File: src/rtl/soc_bus_pkg.sv
// soc_bus_pkg: shared types for the R32 data-side interconnect.
//   region_t  - decoded target of a core access
//   state_t   - bus FSM state
//   bus_req_t - latched core request (rw, address, wdata, strobe)
//   strobe_merge() - byte-lane merge of new write data into an old word
package soc_bus_pkg;

  typedef enum logic [1:0] {
    REGION_RAM,
    REGION_MMIO,
    REGION_TIMER,
    REGION_NONE
  } region_t;

  typedef enum logic [1:0] {
    ST_IDLE,
    ST_RAM_ACC,
    ST_WAIT,
    ST_RESP
  } state_t;

  localparam logic [31:0] TIMER_OFFSET = 32'h100;

  typedef struct packed {
    logic        rw;
    logic [31:0] address;
    logic [31:0] wdata;
    logic [3:0]  strobe;
  } bus_req_t;

  function automatic logic [31:0] strobe_merge(input logic [31:0] old_w,
                                               input logic [31:0] new_w,
                                               input logic [3:0]  strb);
    logic [31:0] res;
    for (int b = 0; b < 4; b++)
      res[8*b +: 8] = strb[b] ? new_w[8*b +: 8] : old_w[8*b +: 8];
    return res;
  endfunction

endpackage

File: src/rtl/soc_bus_decode.sv
// soc_bus_decode: combinational address decoder.
//   address_i/rw_i/strobe_i - live core request
//   region_o - RAM, MMIO port window, timer (SOC_BUS_TIMER_EN only) or none
//   index_o  - MMIO port index ((addr-MMIO_BASE)>>2)
//   fault_o  - misaligned, unmapped, or MMIO write with no byte lanes
// Macro SOC_BUS_TIMER_EN maps the cycle timer at MMIO_BASE+TIMER_OFFSET.
module soc_bus_decode
  import soc_bus_pkg::*;
#(
  parameter logic [31:0] RAM_BASE  = 32'h0000_1000,
  parameter int          RAM_WORDS = 1024,
  parameter logic [31:0] MMIO_BASE = 32'h8000_0000,
  parameter int          NUM_PORTS = 4
) (
  input  logic [31:0] address_i,
  input  logic        rw_i,
  input  logic [3:0]  strobe_i,
  output region_t     region_o,
  output logic [3:0]  index_o,
  output logic        fault_o
);
  localparam logic [31:0] RAM_BYTES  = 32'(4 * RAM_WORDS);
  localparam logic [31:0] MMIO_BYTES = 32'(4 * NUM_PORTS);

  logic [31:0] ram_off, mmio_off;
  assign ram_off  = address_i - RAM_BASE;
  assign mmio_off = address_i - MMIO_BASE;
  assign index_o  = mmio_off[5:2];

  // Lower-bound compare guards against the subtraction wrapping around.
  always_comb begin
    region_o = REGION_NONE;
    if (address_i >= RAM_BASE && ram_off < RAM_BYTES) region_o = REGION_RAM;
    else if (address_i >= MMIO_BASE && mmio_off < MMIO_BYTES) region_o = REGION_MMIO;
`ifdef SOC_BUS_TIMER_EN
    else if (mmio_off == TIMER_OFFSET) region_o = REGION_TIMER;
`endif
  end

  assign fault_o = (address_i[1:0] != 2'b00) || (region_o == REGION_NONE) ||
                   (region_o == REGION_MMIO && rw_i && strobe_i == 4'b0000);

endmodule

File: src/rtl/soc_data_bus.sv
// soc_data_bus: R32 data port to RAM / MMIO output ports interconnect.
//   i_req/i_rw/i_address/i_wdata/i_strobe - core request, held until o_ready
//   o_rdata/o_ready                       - one-cycle completion with read data
//   o_ram_*/i_ram_data                    - synchronous RAM (data one cycle after o_ram_en)
//   o_ports                               - NUM_PORTS x PORT_WIDTH output registers
//   o_error/o_fault_address               - sticky fault flag, first faulting address
// Macro SOC_BUS_TIMER_EN adds a free-running 32-bit cycle counter readable at
// MMIO_BASE+TIMER_OFFSET; without it that address faults.
module soc_data_bus
  import soc_bus_pkg::*;
#(
  parameter logic [31:0] RAM_BASE    = 32'h0000_1000,
  parameter int          RAM_WORDS   = 1024,
  parameter logic [31:0] MMIO_BASE   = 32'h8000_0000,
  parameter int          NUM_PORTS   = 4,
  parameter int          PORT_WIDTH  = 8,
  parameter logic [31:0] PORT_RESET  = 32'h0,
  parameter int          WAIT_STATES = 0
) (
  input  logic                            i_clock,
  input  logic                            i_reset,
  input  logic                            i_req,
  input  logic                            i_rw,
  input  logic [31:0]                     i_address,
  input  logic [31:0]                     i_wdata,
  input  logic [3:0]                      i_strobe,
  output logic [31:0]                     o_rdata,
  output logic                            o_ready,
  output logic                            o_ram_en,
  output logic                            o_ram_rw,
  output logic [$clog2(RAM_WORDS)-1:0]    o_ram_address,
  output logic [31:0]                     o_ram_data,
  output logic [3:0]                      o_ram_strobe,
  input  logic [31:0]                     i_ram_data,
  output logic [NUM_PORTS*PORT_WIDTH-1:0] o_ports,
  output logic                            o_error,
  output logic [31:0]                     o_fault_address
);
  localparam int AW = $clog2(RAM_WORDS);

  state_t   state_q, state_d;
  logic [3:0] wait_q, wait_d;
  bus_req_t ram_q;          // last RAM request; o_ram_* hold it while idle
  logic     cap_q;          // cycle after o_ram_en: RAM read data is on i_ram_data
  logic [31:0] rdata_q, acc_rdata, mmio_rd, timer_rd;
  logic     error_q;
  logic [31:0] fault_addr_q;
  logic [PORT_WIDTH-1:0] port_q [NUM_PORTS];

  region_t  dec_region;
  logic [3:0] dec_index;
  logic     dec_fault, accept, port_we;

  soc_bus_decode #(
    .RAM_BASE(RAM_BASE), .RAM_WORDS(RAM_WORDS),
    .MMIO_BASE(MMIO_BASE), .NUM_PORTS(NUM_PORTS)
  ) u_decode (
    .address_i(i_address), .rw_i(i_rw), .strobe_i(i_strobe),
    .region_o(dec_region), .index_o(dec_index), .fault_o(dec_fault)
  );

  assign accept  = (state_q == ST_IDLE) && i_req;
  assign port_we = accept && !dec_fault && dec_region == REGION_MMIO && i_rw;

`ifdef SOC_BUS_TIMER_EN
  logic [31:0] timer_q;
  always_ff @(posedge i_clock or posedge i_reset)
    if (i_reset) timer_q <= '0;
    else         timer_q <= timer_q + 32'd1;
  assign timer_rd = timer_q;
`else
  assign timer_rd = '0;
`endif

  // FSM: state register
  always_ff @(posedge i_clock or posedge i_reset)
    if (i_reset) state_q <= ST_IDLE;
    else         state_q <= state_d;

  // FSM: next state (and wait-state counter)
  always_comb begin
    state_d = state_q;
    wait_d  = wait_q;
    unique case (state_q)
      ST_IDLE:    if (i_req) state_d = (!dec_fault && dec_region == REGION_RAM) ? ST_RAM_ACC : ST_RESP;
      ST_RAM_ACC: begin
        state_d = (WAIT_STATES > 0) ? ST_WAIT : ST_RESP;
        wait_d  = 4'(WAIT_STATES - 1);
      end
      ST_WAIT: begin
        if (wait_q == 4'd0) state_d = ST_RESP;
        wait_d = wait_q - 4'd1;
      end
      ST_RESP:    state_d = ST_IDLE;
      default:    state_d = ST_IDLE;
    endcase
  end

  // FSM: outputs
  always_comb begin
    o_ram_en = (state_q == ST_RAM_ACC);
    o_ready  = (state_q == ST_RESP);
  end

  always_comb begin
    mmio_rd = '0;
    for (int k = 0; k < NUM_PORTS; k++)
      if (dec_index == 4'(k)) mmio_rd = 32'(port_q[k]);
  end

  // MMIO/timer read data is sampled at accept; faults read as zero.
  always_comb begin
    acc_rdata = '0;
    if (!dec_fault)
      case (dec_region)
        REGION_MMIO:  acc_rdata = mmio_rd;
        REGION_TIMER: acc_rdata = timer_rd;
        default:      acc_rdata = '0;
      endcase
  end

  always_ff @(posedge i_clock or posedge i_reset) begin
    if (i_reset) begin
      wait_q       <= '0;
      ram_q        <= '0;
      cap_q        <= 1'b0;
      rdata_q      <= '0;
      error_q      <= 1'b0;
      fault_addr_q <= '0;
      for (int k = 0; k < NUM_PORTS; k++) port_q[k] <= PORT_RESET[PORT_WIDTH-1:0];
    end else begin
      wait_q <= wait_d;
      cap_q  <= (state_q == ST_RAM_ACC);
      if (cap_q && !ram_q.rw) rdata_q <= i_ram_data;
      if (accept) begin
        rdata_q <= acc_rdata;
        if (!dec_fault && dec_region == REGION_RAM)
          ram_q <= '{rw: i_rw, address: i_address, wdata: i_wdata, strobe: i_strobe};
        if (dec_fault) begin
          error_q <= 1'b1;
          if (!error_q) fault_addr_q <= i_address;
        end
      end
      // Lanes above PORT_WIDTH are dropped by the truncating cast.
      for (int k = 0; k < NUM_PORTS; k++)
        if (port_we && dec_index == 4'(k))
          port_q[k] <= PORT_WIDTH'(strobe_merge(32'(port_q[k]), i_wdata, i_strobe));
    end
  end

  // With no wait states RESP is the capture cycle itself, so forward the RAM.
  assign o_rdata = (cap_q && !ram_q.rw) ? i_ram_data : rdata_q;

  logic [31:0] ram_off_q;
  logic        unused_ram_off;
  assign ram_off_q      = ram_q.address - RAM_BASE;
  assign o_ram_address  = ram_off_q[AW+1:2];
  assign unused_ram_off = ^{ram_off_q[31:AW+2], ram_off_q[1:0]};
  assign o_ram_rw       = ram_q.rw;
  assign o_ram_data     = ram_q.wdata;
  assign o_ram_strobe   = ram_q.strobe;

  for (genvar k = 0; k < NUM_PORTS; k++) begin : g_port
    assign o_ports[k*PORT_WIDTH +: PORT_WIDTH] = port_q[k];
  end

  assign o_error         = error_q;
  assign o_fault_address = fault_addr_q;

endmodule

File: config.mk
export PLATFORM = sky130hd
export DESIGN_NAME = soc_data_bus
export DESIGN_NICKNAME = d
export VERILOG_FILES = /design/src/rtl/soc_bus_pkg.sv /design/src/rtl/soc_bus_decode.sv /design/src/rtl/soc_data_bus.sv
export SDC_FILE = /design/constraint.sdc
export NUM_CORES = 1
export LEC_CHECK = 0
export CAP_MARGIN = 20
export CORE_ASPECT_RATIO = 1.2
export CORE_MARGIN = 3
export CORE_UTILIZATION = 30
export DETAILED_ROUTE_END_ITERATION = 12
export PLACE_DENSITY = 0.67
export SYNTH_ARGS = -nofsm -noshare
export SYNTH_HDL_FRONTEND = slang
export SYNTH_SLANG_ARGS = --single-unit
export TNS_END_PERCENT = 100
File: constraint.sdc
create_clock -name i_clock -period 11.45 [get_ports i_clock]
set_input_delay 2.29 -clock i_clock [delete_from_list [all_inputs] [get_ports i_clock]]
set_output_delay 2.29 -clock i_clock [all_outputs]
set_load 0.01 [all_outputs]
=== Word-level counts from Yosys, hierarchy flattened ===
Index checks and enable logic that the tools add are counted.

* Register bits after elaboration: 153
* Bits of input ports: 104
* Output and inout bits: 146
* Logic and storage cells: 81

* $add $sub $neg: 4
* Magnitude comparators: 4
* Eq/ne operators: 10
* Multiplexer cells: 15
* Bitwise operators: 1
* Reductions and logical operators: 33

{| class="wikitable"
|+ Operators with widths
! operator !! number
|-
| two-way mux 32 bit || 7
|-
| >= comparator 32 x 13 -> 1 bit, second input constant || 1
|-
| >= comparator 32 bit, second input constant || 1
|-
| less-than comparator 32 x 13 -> 1 bit, second input constant || 1
|-
| less-than comparator 32 x 5 -> 1 bit, second input constant || 1
|-
| subtractor 32 x 13 -> 32 bit, second input constant || 1
|-
| subtractor 32 bit, second input constant || 1
|-
| logical AND 1 bit || 14
|-
| AND reduction 2 bit || 7
|-
| logical NOT 4 bit || 3
|-
| subtractor 12 x 1 -> 12 bit, second input constant || 1
|-
| two-way mux 2 bit || 5
|-
| == test 4 x 2 -> 1 bit, second input constant || 2
|-
| two-way mux 8 bit || 1
|-
| case mux 2 bit (4 select lines) || 1
|-
| case mux 4 bit (2 select lines) || 1
|-
| == test 2 bit, second input constant || 3
|-
| == test 2 x 1 -> 1 bit, second input constant || 2
|-
| == test 4 x 1 -> 1 bit, second input constant || 1
|-
| logical NOT 2 bit || 2
|-
| inequality test 2 bit, second input constant || 2
|-
| nonzero test 2 bit || 2
|-
| subtractor 4 x 1 -> 4 bit, second input constant || 1
|-
| AND reduction 3 bit || 1
|-
| 3 further kinds || 5
|}

=== Logic depth before layout (Yosys ltp) ===
* Word-level depth: 15
* Gate-level depth with buffers: 8
* Depth with buffers taken out: 7

=== Modules after synthesis ===
A second synthesis with hierarchy kept.

* Cell total of the unflattened synthesis: 440
* Area, all modules: 6427.4 um^2

{| class="wikitable"
|+ Modules (own cells, without submodules)
! module !! instances !! cells each !! area each (um^2) !! seq. area each (um^2)
|-
| soc_data_bus || 1 || 420 || 6278.5 || 3778.6
|-
| soc_bus_decode || 1 || 20 || 148.9 || 0.0
|}

=== Worst setup path before layout ===
OpenSTA, ideal clock, no wires.

* Path kind: input-to-output
* Start point: input i_ram_data[0]
* End point: output o_rdata[0]
* Data arrival time: 2.571 ns
* Data required time: 9.160 ns
* Setup slack: 6.589 ns
* Stages: 1
* Path buffers: 0
* Cells stage by stage: mux2_2

* Longest elaborated chain between the ends: 1

{| class="wikitable"
|+ Ends and longest elaborated chain
! what !! RTL line !! text
|-
| from (decl) || soc_data_bus.sv:34 || <nowiki>input logic [31:0] i_ram_data,</nowiki>
|-
| two-way mux 32 bit || soc_data_bus.sv:152 || <nowiki>assign o_rdata = (cap_q && !ram_q.rw) ? i_ram_data : rdata_q;</nowiki>
|-
| to (decl) || soc_data_bus.sv:27 || <nowiki>output logic [31:0] o_rdata,</nowiki>
|}

Every way passes these cells.

=== Final worst setup path ===
* Start point: input i_ram_data[2]
* End point: output o_rdata[2]

The elaborated chain is that of the path after synthesis.

==> results.toml <==
[power]
powerDensity_nw_per_um2 = 197.0
post-layout-total-power_mw = 1.964
peakVddDrop_v = 0.0001031
p_leak_nw = 4.417

[clock_network]
root_buffer = "clkbuf_16"
cts_buffers = 17
cts_resized = 0
cts_tree = "done"
h-tree-depth = 4
path_clk_slew_ns = 0.06
cts.path.max_buffers = 2
cts_setup_buffers = 0
clock_sinks = 151
postCtsHoldBufs = 0
clock_latency_ns = 0.41

[critical_path]
worstPathCellList = "clkdlybuf4s50_1 -> mux2_2 -> clkdlybuf4s50_1"
worst_setup_path_start_kind = "primary input"
cp.arrival_ns = 3.46
slowest_stage = "clkdlybuf4s50_1"
max_stage_delay_ns = 0.49
cp_common_cell = "clkdlybuf4s50_1"
worstSetupPathType = "in2out"
regToRegEndpoint = "o_ports[14]"
cp_top_family = "buffers and inverters"
crit_path_end_kind = "primary output"
path_buf_inv = 2
r2r_start = "state_q[0]"
reg2reg_depth = 7
rrSetupSlack_ns = 8.54
path_max_fanout = 2
critical_path_required_ns = 9.16

[worst_hold_path]
holdCritPathClass = "reg2reg"
worst_hold_path.endpoint = "ram_q[40]"
hp-start = "ram_q[40]"
whs_path_depth = 1

[sta]
post-route-period-util_pct = 50.20
min_period_ns = 5.748
fmax_ghz = 0.1740
tightest_slew_ns = 0.8823
rsz0062_at_grt = "false"
finalSetupTns_ns = 0
hold_violations = 0
relSlewSlack_pct = 41.18
fin_skew_ns = 0.006754
holdWs_ns = 0.5045
finalSetupViolCount = 0
slew_viol_final = 0

[routing]
drt_iter0_drc = 160
wire_per_inst_um = 17.70
ant_nets = 0
wl_um = 17650
dr.pass1.iters = 4
drcViolationCount = 0
via_per_inst = 4.645
via_count = 4631

[synthesis]
synthCells = 465
syn_nets = 575
synth_edf_count = 0
ys_seq_area_share_pct = 58.27
netlist_area_um2 = 6485
synthArstFlopShare_pct = 100.0
synth_top_area_share_pct = 58.27
synth.distinct_cells = 36
postSynthAreaPerCell_um2 = 13.95
yosys.area.top_type = "dfrtp_1"
ys_warn_count = 0
synth_flop_cell = "dfrtp_1"
synthTopCellsByArea = "dfrtp_1 58%, mux2_2 24%, mux2_4 2.5%"
synth-seq-cells = 151
yosysMostFrequentCell = "dfrtp_1"
synth_common_cells = "151 x dfrtp_1, 141 x mux2_2, 25 x and2_1"

[finish]
nFillCells = 1939
drive_gt1_share_pct = 26.82
n_antenna_cell = 0
area_growth_pct = 53.73
nNetsFinal = 827

[global_route]
grt_overflow_total = 0
grt_pass1_vias = 4975
antenna_found_initial = 0
track_usage_pct = 15.26
grt_max_degree = 77
grt_pass1_wl_um = 28430

[die]
die_h_um = 167.1
die-area_um2 = 23420
die_w_um = 140.2
core_um2 = 21120
pin_count = 250
initial_core_util_pct = 30.71
std_cell_rows = 58

[placement]
port_buffers = 249
dpl.hpwl_um = 12580
gp_congestion = 0.7336

[job]
max-cap-violations = 0

[run_status]
status = "finished, final reports clean"
[cells in the final DEF, fill, tap and decap left out, drive strengths merged, types with 7 or more instances in the layout]
master and count:
clkdlybuf4s50 249, mux2 152, dfrtp 151, and2 25, nand2 24, clkbuf 21, o21ai 16, inv 14
nor2 8, nor4 8, o22ai 7
[layout make-up]
type	count	area, um2	area share, %
sequential	151	3779	37.90
timing repair buffer	255	2590	25.98
multi-input combinational	278	2557	25.65
clock buffer	21	450.4	4.518
tap	270	337.8	3.389
clock inverter	8	197.7	1.983
inverter	14	57.56	0.5773
[worst max path at each step]
stage                         startpoint             end  slack, ns  cells after the start
after floorplan                  i_reset           cap_q       5.10                      1
final                      i_ram_data[2]      o_rdata[2]       5.70                      3
after global placement      i_address[0]  o_ram_data[13]       5.65                      6
after CTS                 i_ram_data[16]     o_rdata[16]       5.70                      3
after detailed placement  i_ram_data[19]     o_rdata[19]       5.70                      3
after global routing       i_ram_data[2]      o_rdata[2]       5.66                      3
[metal layers]
metal	track usage [%]	routed length (um)
met2	24.77	8606
met3	5.543	1473
met1	19.17	7413
met5	0	0
met4	4.383	157
[cell families (layout without fill, tap and decap cells)]
logic type | Yosys count | in the layout | synth area share (%)
mux | 153 | 153 | 27.38
flops | 151 | 151 | 58.27
simple gates | 83 | 83 | 7.313
compound gates | 36 | 36 | 3.357
buf+inv | 36 | 298 | 2.527
fa+ha+maj | 6 | 6 | 1.158
[through the flow]
stage	cell area, um2	worst slack [ns]	cells	utilization (%)
2_1_floorplan	6485	5.095	465	-
3_3_place_gp	9246	5.653	965	43.78
3_5_place_dp	9266	5.701	966	43.88
4_1_cts	9915	5.698	995	46.95
5_1_grt	9970	5.656	997	47.21
6_report	9970	5.702	997	47.21
[power breakdown]
group / total, mW / leakage, nW / internal, mW / switching [mW]
Clock: 0.630 / 0.313 / 0.412 / 0.218
Sequential: 0.696 / 1.96 / 0.650 / 0.0463
Combinational: 0.637 / 2.14 / 0.384 / 0.253
[registers in the layout, summed over array words and instances (netlist names)]
name and cells:
cap_q 1, o_ports 32, o_fault_address 32, o_ram_rw 1
ram_q 10, o_ram_strobe 4, o_ram_data 32, state_q 2
o_error 1, wait_q 4, rdata_q 32
(Power assumes the default switching activity.)
